[src/rtl/serializer_pkg.sv]
// Shared types and sizing for the bit serializer.
package serializer_pkg;

  typedef enum logic [1:0] {
    IDLE   = 2'd0,
    SHIFT  = 2'd1,
    PARITY = 2'd2
  } ser_state_t;

  localparam int SER_WIDTH = 8;
  localparam int SER_CNT_W = $clog2(SER_WIDTH);

  // Bit-counter width for an arbitrary word width (at least one bit).
  function automatic int cnt_width(input int w);
    return (w < 2) ? 1 : $clog2(w);
  endfunction

endpackage

[src/rtl/ser_shift_reg.sv]
// Word holding register with MSB-first bit-select mux.
module ser_shift_reg
  import serializer_pkg::*;
#(
  parameter int WIDTH = SER_WIDTH,
  parameter int CW    = cnt_width(WIDTH)
) (
  input  logic             clk,
  input  logic             rst,
  input  logic             load,
  input  logic [WIDTH-1:0] data,
  input  logic [CW-1:0]    sel,
  output logic             bit_out
);

  logic [WIDTH-1:0] shreg;
  logic [CW-1:0]    idx;

  always_ff @(posedge clk) begin
    if (rst)       shreg <= '0;
    else if (load) shreg <= data;
  end

  // sel counts bits already sent, so bit 0 of the stream is the MSB.
  assign idx     = CW'(WIDTH - 1) - sel;
  assign bit_out = shreg[idx];

endmodule

[src/rtl/bit_serializer.sv]
// Parallel-to-serial front end, MSB first, gapless back-to-back words.
// Define SER_PARITY_EN to append one even-parity bit after every word.
module bit_serializer
  import serializer_pkg::*;
#(
  parameter int WIDTH = SER_WIDTH
) (
  input  logic             clk,
  input  logic             rst,
  input  logic [WIDTH-1:0] data_in,
  input  logic             valid_in,
  output logic             ready_out,
  output logic             ser_out,
  output logic             ser_valid,
  output logic             busy
);

  localparam int CW = cnt_width(WIDTH);

  ser_state_t    state, state_nx;
  logic [CW-1:0] cnt, cnt_nx;
  logic          load, accept, out_nx, vld_nx, shift_bit, last;
`ifdef SER_PARITY_EN
  logic          par;
`endif

  ser_shift_reg #(.WIDTH(WIDTH), .CW(CW)) u_shreg (
    .clk     (clk),
    .rst     (rst),
    .load    (load),
    .data    (data_in),
    .sel     (cnt),
    .bit_out (shift_bit)
  );

  assign last = (cnt == CW'(WIDTH - 1));

  always_comb begin
    state_nx  = state;
    cnt_nx    = cnt;
    load      = 1'b0;
    accept    = 1'b0;
    out_nx    = 1'b0;
    vld_nx    = 1'b0;
    ready_out = 1'b0;
    case (state)
      IDLE: ready_out = 1'b1;
      SHIFT: begin
        out_nx = shift_bit;
        vld_nx = 1'b1;
        if (last) begin
          cnt_nx = '0;
`ifdef SER_PARITY_EN
          state_nx = PARITY;
`else
          ready_out = 1'b1;
          state_nx  = IDLE;
`endif
        end else begin
          cnt_nx = cnt + 1'b1;
        end
      end
`ifdef SER_PARITY_EN
      PARITY: begin
        ready_out = 1'b1;
        out_nx    = par;
        vld_nx    = 1'b1;
        state_nx  = IDLE;
      end
`endif
      default: state_nx = IDLE;
    endcase
    // A word taken on the final bit cycle streams with no bubble.
    accept = valid_in && ready_out;
    if (accept) begin
      load     = 1'b1;
      state_nx = SHIFT;
      cnt_nx   = '0;
    end
  end

  always_ff @(posedge clk) begin
    if (rst) begin
      state     <= IDLE;
      cnt       <= '0;
      ser_out   <= 1'b0;
      ser_valid <= 1'b0;
    end else begin
      state     <= state_nx;
      cnt       <= cnt_nx;
      ser_out   <= out_nx;
      ser_valid <= vld_nx;
    end
  end

`ifdef SER_PARITY_EN
  always_ff @(posedge clk) begin
    if (rst)         par <= 1'b0;
    else if (accept) par <= ^data_in;
  end
`endif

  // busy tracks the bit on the wire, so it coincides with ser_valid.
  assign busy = ser_valid;

endmodule

[config.mk]
export PLATFORM = sky130hd
export DESIGN_NAME = bit_serializer
export DESIGN_NICKNAME = d
export VERILOG_FILES = /design/src/rtl/serializer_pkg.sv /design/src/rtl/ser_shift_reg.sv /design/src/rtl/bit_serializer.sv
export SDC_FILE = /design/constraint.sdc
export NUM_CORES = 1
export LEC_CHECK = 0
export BUFFER_PORTS_ARGS = -buffer_cell sky130_fd_sc_hd__buf_2
export CORE_ASPECT_RATIO = 1.2
export CORE_MARGIN = 2
export CORE_UTILIZATION = 35
export DETAILED_ROUTE_END_ITERATION = 8
export GPL_TIMING_DRIVEN = 0
export REMOVE_ABC_BUFFERS = 1
export SLEW_MARGIN = 0
export SYNTH_ARGS = -nofsm -noshare
export SYNTH_HDL_FRONTEND = slang
export SYNTH_HIERARCHICAL = 1
export SYNTH_SLANG_ARGS = --single-unit
[constraint.sdc]
create_clock -name clk -period 1.8 [get_ports clk]
set_clock_uncertainty 0.05 [all_clocks]
set_input_delay 0.36 -clock clk [delete_from_list [all_inputs] [get_ports clk]]
set_output_delay 0.36 -clock clk [all_outputs]
set_load 0.05 [all_outputs]
---- After elaboration in Yosys (flattened, before gate mapping) ----
Index checks and enable logic that the tools add are counted.
storage, ports and cells
  logic and storage cells ................. 32
  register bits ........................... 15
  output and inout bits ................... 4
cells by class
  bitwise gates (word level) .............. 2
  reductions and logical operators ........ 6
  $lt $le $gt $ge ......................... 1
  multiplexer cells ....................... 10
  eq/ne operators ......................... 5
  $add $sub $neg .......................... 2
operators with widths
  kind                                                                    count
  1-bit 2-to-1 mux                                                        5
  3-bit by 4-bit < comparator with 1-bit output (second input constant)   1
  2-bit inequality test (second input constant)                           2
  2-bit one-hot mux with 2 select lines                                   1
  2-bit AND reduction                                                     2
  2-bit OR reduction                                                      2
  3-bit by 1-bit adder with 3-bit output (second input constant)          1
  1-bit binary-select mux with 3-bit select                               1
  3-bit equality test (second input constant)                             1
  3-bit 2-to-1 mux                                                        1
  3-bit inequality test (second input constant)                           1
  3-bit subtractor (first input constant)                                 1
  2-bit by 1-bit equality test with 1-bit output (second input constant)  1
  2-bit zero test                                                         1
  2-bit 2-to-1 mux                                                        1
  1-bit NOT                                                               2
  1-bit one-hot mux with 2 select lines                                   1
  1-bit logical AND                                                       1

---- Logic depth before layout (Yosys ltp) ----
Gate-level depths: netlist of run 1.
  word-level depth ........................ 6
  mapped depth ............................ 7
  gate-level depth less buffers ........... 6

---- By module ----
Netlist of run 1, hierarchy kept.
modules (own cells, without submodules)
  module          times used  seq. area each (µm²)  area an instance (µm²)  cells each
  ser_shift_reg   1           160.2                 342.8                   29
  bit_serializer  1           120.1                 246.5                   26

---- Worst setup path before layout of run 1 ----
No wires, ideal clock.
  path kind ............................... register to register
  from .................................... register cnt[0]
  to ...................................... register u_shreg.shreg[0]
  data required time ...................... 1626 ps
  stages on the path, launching flop included .. 8
  arrival ................................. 1445 ps
  library setup time ...................... 124 ps
  setup slack ............................. 181 ps
  cells stage by stage .................... dfxtp_1 ha_1 ha_1 and2b_2 nor2b_1 buf_2 mux2i_1 nor2_1
on the way
  cells in the longest elaborated chain, start to end .. 5
ends and longest elaborated chain
  what                                   RTL line              text
  from (decl)                            bit_serializer.sv:21  logic [CW-1:0] cnt, cnt_nx;
  from (signal assigned)                 bit_serializer.sv:90  cnt <= cnt_nx;
  3-bit equality test                    bit_serializer.sv:36  assign last = (cnt == CW'(WIDTH - 1));
  1-bit 2-to-1 mux                       bit_serializer.sv:51  if (last) begin
  1-bit one-hot mux with 2 select lines  bit_serializer.sv:46  case (state)
  1-bit logical AND                      bit_serializer.sv:74  accept = valid_in && ready_out;
  named net accept                       bit_serializer.sv:22  logic load, accept, out_nx, vld_nx, shift_bit, last;
  1-bit 2-to-1 mux                       bit_serializer.sv:75  if (accept) begin
  to (signal assigned)                   ser_shift_reg.sv:21   else if (load) shreg <= data;
  to (decl)                              ser_shift_reg.sv:16   logic [WIDTH-1:0] shreg;
The timed path passes the listed nets, and every way through them passes these cells.
A chain may end at the register's enable or synchronous reset.

---- Worst setup path in the final report of run 1 ----
  from .................................... register cnt[1]
  to ...................................... output ready_out
on the way
  cells in the longest elaborated chain, start to end .. 3
ends and longest elaborated chain
  what                                   RTL line              text
  3-bit equality test                    bit_serializer.sv:36
  1-bit 2-to-1 mux                       bit_serializer.sv:51
  1-bit one-hot mux with 2 select lines  bit_serializer.sv:46
  to (decl)                              bit_serializer.sv:12  output logic ready_out,
Every way passes these cells.

==> results of run 1 <==
registers in the layout, indices dropped and copies added, names as in the netlist:
signal and flops:
ser_out 1, state 1, busy 1, cnt 3, u_shreg/shreg 8
report_power, final:
group	internal, W	switching [W]	total, W
clock	0.000123	0.0000949	0.000218
sequential	0.000326	0.00000986	0.000336
combinational	0.0000519	0.0000489	0.000101
Yosys cell counts:
master / instances
dfxtp_1: 14
nor2_1: 14
mux2i_1: 9
ha_1: 2
mux4_1: 2
nor2b_1: 2
nor3b_1: 2
a21oi_1: 1
a31oi_1: 1
and2_1: 1
and2b_2: 1
buf_1: 1
buf_2: 1
buf_4: 1
inv_1: 1
mux2_2: 1
nand2_1: 1
worst max path at each step:
| stage | to | from | cells past startpoint | slack, ns |
|---|---|---|---|---|
| final | ready_out | cnt[1] | 5 | 0.03 |
| after global routing | ready_out | cnt[0] | 5 | -0.03 |
| after CTS | u_shreg/shreg[3] | cnt[2] | 5 | 0.003 |
| after detailed placement | u_shreg/shreg[3] | cnt[0] | 6 | -0.35 |
| after global placement | u_shreg/shreg[3] | cnt[0] | 6 | -0.35 |
| after floorplan | u_shreg/shreg[0] | cnt[0] | 6 | -0.11 |
per-layer routing:
metal | vias to the layer above | share of wire (%) | global-route usage [%]
met4 | 0 | 1.6 | 8.06
li1 | 226 | - | -
met2 | 9 | 46 | 16.4
met3 | 2 | 4.2 | 3.33
met5 | - | 0 | 0
met1 | 205 | 48 | 14.1
layout by cell type, fill, tap and decap left out:
cell type,count
buf_2,13
a31oi_1,1
buf_8,1
nor3b_1,2
dfxtp_2,3
buf_12,1
nor2_1,14
nor2b_1,1
inv_2,1
clkbuf_8,1
mux2_2,1
clkbuf_4,3
mux4_1,2
dfxtp_1,11
and2_1,1
buf_4,4
ha_4,2
mux2i_1,9
nand2_1,1
nor2b_4,1
and2b_2,1
a21oi_1,1
cells by family after synthesis:
logic type	synth area share, %
AND/OR/NAND/NOR	16.8
flip-flops	47.6
multiplexers	26.1
buffers and inverters	3.40
AO/OA/AOI/OAI	1.91
adder cells (fa/ha/maj)	4.25
final cells by class:
| cell class | count | area (sq um) | share of cell area [%] |
|---|---|---|---|
| repair buffers | 19 | 130 | 16.3 |
| inverters | 1 | 3.75 | 0.470 |
| multi-input cells | 37 | 322 | 40.3 |
| well taps | 18 | 22.5 | 2.82 |
| flip-flops and latches | 14 | 284 | 35.6 |
| clock buffers | 4 | 36.3 | 4.55 |
tightest hold or removal path: stages:
cell and delay [ns]:
buf_2 0.07, mux2i_1 0.05, nor2_1 0.07
per-stage QoR:
step / utilization, % / TNS, ns / instances
2_1_floorplan: - / -0.885 / 52
3_3_place_gp: 41.6 / -2.80 / 84
3_5_place_dp: 41.6 / -2.69 / 84
4_1_cts: 47.7 / 0 / 91
5_1_grt: 49.8 / -0.0330 / 93
6_report: 49.8 / 0 / 93
repair_timing:
item                                    CTS  global route
endpoints found under the setup margin    9             9
pin swaps                                 0             1
gates resized for setup                  11             2
buffers inserted                          3             2
==> impl_metrics.tcl, run 1 <==
set metrics [dict create \
    cp_num_buf_inv 2 \
    synth_cells 55 \
    synth_top_area_cell "dfxtp_1" \
    yosys_warnings 6 \
    clk_transition_reported_paths_ns 0.08 \
    pre_cts_ws_ns -0.349 \
    regToRegEndpoint "u_shreg/shreg[3]" \
    r2r_slack_ns 0.11 \
    r2r_cells 7 \
    grt_pass1_vias 413 \
    hp-class "input pin to flop" \
    num_io_pins 15 \
    ant_nets 0 \
    cts_htree_levels 1 \
    nets 89 \
    relSlewSlack_pct 80.1 \
    cts_tree "done" \
    critPathSlowestCell "dfxtp_2" \
    insertion_delay_ns 0.27 \
    rows 16 \
    hp-start "data_in[0]" \
    diodes 0 \
    ys_types 17 \
    critPathLaunchType "flop" \
    hpwl_um 671 \
    fin_crit_sh_pct 98.3 \
    min_path_cells 3 \
    drc 0 \
    cts_max_path_buffers 2 \
    synthTopCellsByArea "dfxtp_1, mux2i_1, mux4_1" \
    ctsHoldBuffers 0 \
    outcome "completed" \
    crit_fanout 3 \
    hold_path_end "u_shreg/shreg[0]" \
    finalMaxSlewViolations 0 \
    synth.top_cell.area_share_pct 47.6 \
    worst-endpoint-arrival_ns 1.36 \
    worst_setup_path_end_kind "primary output" \
    crit_required_ns 1.39 \
    wl_um 943 \
    grt_pass1_wl_um 1730 \
    grt_max_degree 14 \
    clockRootBuffer "clkbuf_4" \
    ir_drop_v 0.000548 \
    io_buffers 14 \
    fill_cells 154 \
    synth_area_sq_um 589 \
    setup-violations-final 0 \
    cts_buffers 3 \
    drt_iter0_markers 3 \
    drv_cap 0 \
    crit_top_cell "ha_4" \
    vias 442 \
    fin_ws_ns 0.0303 \
    drt_first_pass_iters 3 \
    period_needed_ns 1.77 \
    rsz0062_at_grt "true" \
    finalPower_w 0.000655 \
    hold_slack_ns 0.271 \
    die-area_sq_mm 0.00203 \
    path_class "flop to primary output" \
    dpl-instance-area_sq_um 666 \
    tightest_slew_ns 0.297 \
    via_per_inst 4.75 \
    antenna_found_initial 0 \
    power_leakage_nw 0.362 \
    drt-wirelength-per-cell_um 10.1 \
    timing.fmax_mhz 565 \
    drive_above_1_share_pct 42.7 \
    seq_area_frac_synth_pct 47.6 \
    track_usage_pct 11.3 \
    place_congestion 0.746 \
    power_density_mw_per_mm2 820 \
    hold_viol 0 \
    grt_overflow 0 \
    synth_seq_cells 14 \
    core-area_sq_mm 0.00160 \
    clock-sinks 14 \
    dieHeight_um 49.0 \
    max_stage_delay_ns 0.34 \
    avgSynthCellArea_sq_um 10.7 \
    area.growth.synth_to_final_pct 35.5 \
    path_cells "ha_4 -> ha_4 -> and2b_2 -> inv_2 -> buf_8" \
    start_util_pct 36.8 \
    r2r-start "cnt[1]" \
    critPathTopFamily "flip-flops" \
    postLayoutCellArea_sq_um 798 \
    die_x_um 41.5 \
]
No activity file was read; power rests on OpenSTA's default activity.
==> inputs of run 2 (changes only) <==
- clock period: 1.8 -> 2 ns (I/O delays scaled with it)
==> impl_metrics.tcl, run 2 (synthesis gave the netlist of run 1 again) <==
set metrics [dict create \
    io_buffers 14 \
    grt_pass1_wl_um 1680 \
    fin_crit_sh_pct 96.2 \
    outcome "completed" \
    regToRegEndpoint "u_shreg/shreg[3]" \
    cts_buffers 3 \
    clock-sinks 14 \
    drt-wirelength-per-cell_um 10.3 \
    largest_reg_flops 8 \
    cts_max_path_buffers 2 \
    setup-violations-final 0 \
    rsz0062_at_grt "false" \
    critPathLaunchType "flop" \
    rows 16 \
    vias 434 \
    hpwl_um 671 \
    mostFrequentLayoutCells "nor2_1, dfxtp_1, buf_2" \
    regArea_sq_um 284 \
    start_util_pct 36.8 \
    reg_top3 "u_shreg/shreg x8, cnt x3" \
    drt_first_pass_iters 2 \
    die_x_um 41.5 \
    startpoint "cnt[0]" \
    cts_htree_levels 1 \
    nets 85 \
    finalPower_w 0.000574 \
    hp-class "input pin to flop" \
    clockRootBuffer "clkbuf_4" \
    final_common_cell "nor2_1" \
    ir_drop_v 0.000493 \
    area.growth.synth_to_final_pct 22.5 \
    timing.fmax_mhz 520 \
    r2r-start "cnt[1]" \
    worst_setup_path_end_kind "primary output" \
    finalMaxSlewViolations 0 \
    drc 0 \
    grt_pass1_vias 401 \
    wl_um 916 \
    grt_overflow 0 \
    clk_transition_reported_paths_ns 0.08 \
    multi_input_area_sq_um 292 \
    antenna_found_initial 0 \
    core-area_sq_mm 0.00160 \
    num_io_pins 15 \
    hold_viol 0 \
    r2r_cells 6 \
    drt_iter0_markers 4 \
    crit_path_end "ready_out" \
    ant_nets 0 \
    fill_cells 163 \
    via_per_inst 4.88 \
    track_usage_pct 10.9 \
    cts_tree "done" \
    grt_max_degree 14 \
    drv_cap 0 \
    largest-register "u_shreg/shreg" \
    path_class "flop to primary output" \
    place_congestion 0.746 \
    drive_above_1_share_pct 32.4 \
    crit_required_ns 1.55 \
    utilization_pct 45.1 \
    power_density_mw_per_mm2 795 \
    relSlewSlack_pct 64.7 \
    period_needed_ns 1.92 \
    dieHeight_um 49.0 \
    power_leakage_nw 0.337 \
    worst-endpoint-arrival_ns 1.47 \
    r2r_slack_ns 0.16 \
    crit_fanout 4 \
    die-area_sq_mm 0.00203 \
    tightest_slew_ns 0.527 \
    diodes 0 \
    insertion_delay_ns 0.27 \
]
## run 2: cell types whose count changed in the layout (fill, tap and decap cells not counted), moves of 2 or more
cell | previous run | this run
dfxtp_1 | 11 | 13
ha_4 | 2 | 0
ha_1 | 0 | 2
buf_4 | 4 | 1
dfxtp_2 | 3 | 0
## run 2: metal layers
metal  up-vias  global-route usage (%)  share of wire [%]
li1        218                       -                  -
met1       205                    13.8                 47
met2         9                    15.4                 47
met3         2                    3.33                4.4
met4         0                    8.06                1.6
met5         -                       0                  0
## run 2: worst max-delay path, cell delays in order (launching register included)
cell	delay, ns
dfxtp_4	0.36
ha_1	0.19
ha_1	0.19
and2b_2	0.26
inv_1	0.06
buf_6	0.15
## run 2: cell type report
class | instances | share of cell area [%]
multi-input combinational | 37 | 40.4
sequential | 14 | 39.3
timing repair buffer | 15 | 11.6
clock buffer | 4 | 5.03
tap | 18 | 3.12
inverter | 1 | 0.520
## run 2: per-stage QoR
stage | worst slack, ns | TNS, ns | hold slack (ns) | std cells | cell area, sq um
floorplan | 0.0893 | 0 | 0.401 | 52 | 573
global placement | -0.153 | -1.20 | 0.415 | 84 | 666
detailed placement | -0.149 | -1.09 | 0.428 | 84 | 666
CTS | 0.00885 | 0 | 0.299 | 88 | 707
global route | 0.00694 | 0 | 0.307 | 89 | 722
finish | 0.0753 | 0 | 0.310 | 89 | 722
## run 2: worst min-delay path by stage
stage,from,end,slack (ns),cells past startpoint
global route,data_in[4],u_shreg/shreg[4],0.31,3
global placement,u_shreg/shreg[4],u_shreg/shreg[4],0.42,2
detailed placement,u_shreg/shreg[7],u_shreg/shreg[7],0.43,2
floorplan,u_shreg/shreg[1],u_shreg/shreg[1],0.40,2
finish,data_in[0],u_shreg/shreg[0],0.31,3
CTS,data_in[0],u_shreg/shreg[0],0.30,3
## run 2: repair_timing
item                                   CTS  global route
hold buffers                             0             0
resized for setup                        2             3
setup endpoints to repair                9             9
endpoints found under the hold margin    0             0
setup buffers                            0             1
## run 2: power breakdown
part | switching [W] | internal (W) | total (W)
Clock | 0.0000864 | 0.000111 | 0.000197
Sequential | 0.00000923 | 0.000293 | 0.000302
Combinational | 0.0000399 | 0.0000351 | 0.0000750
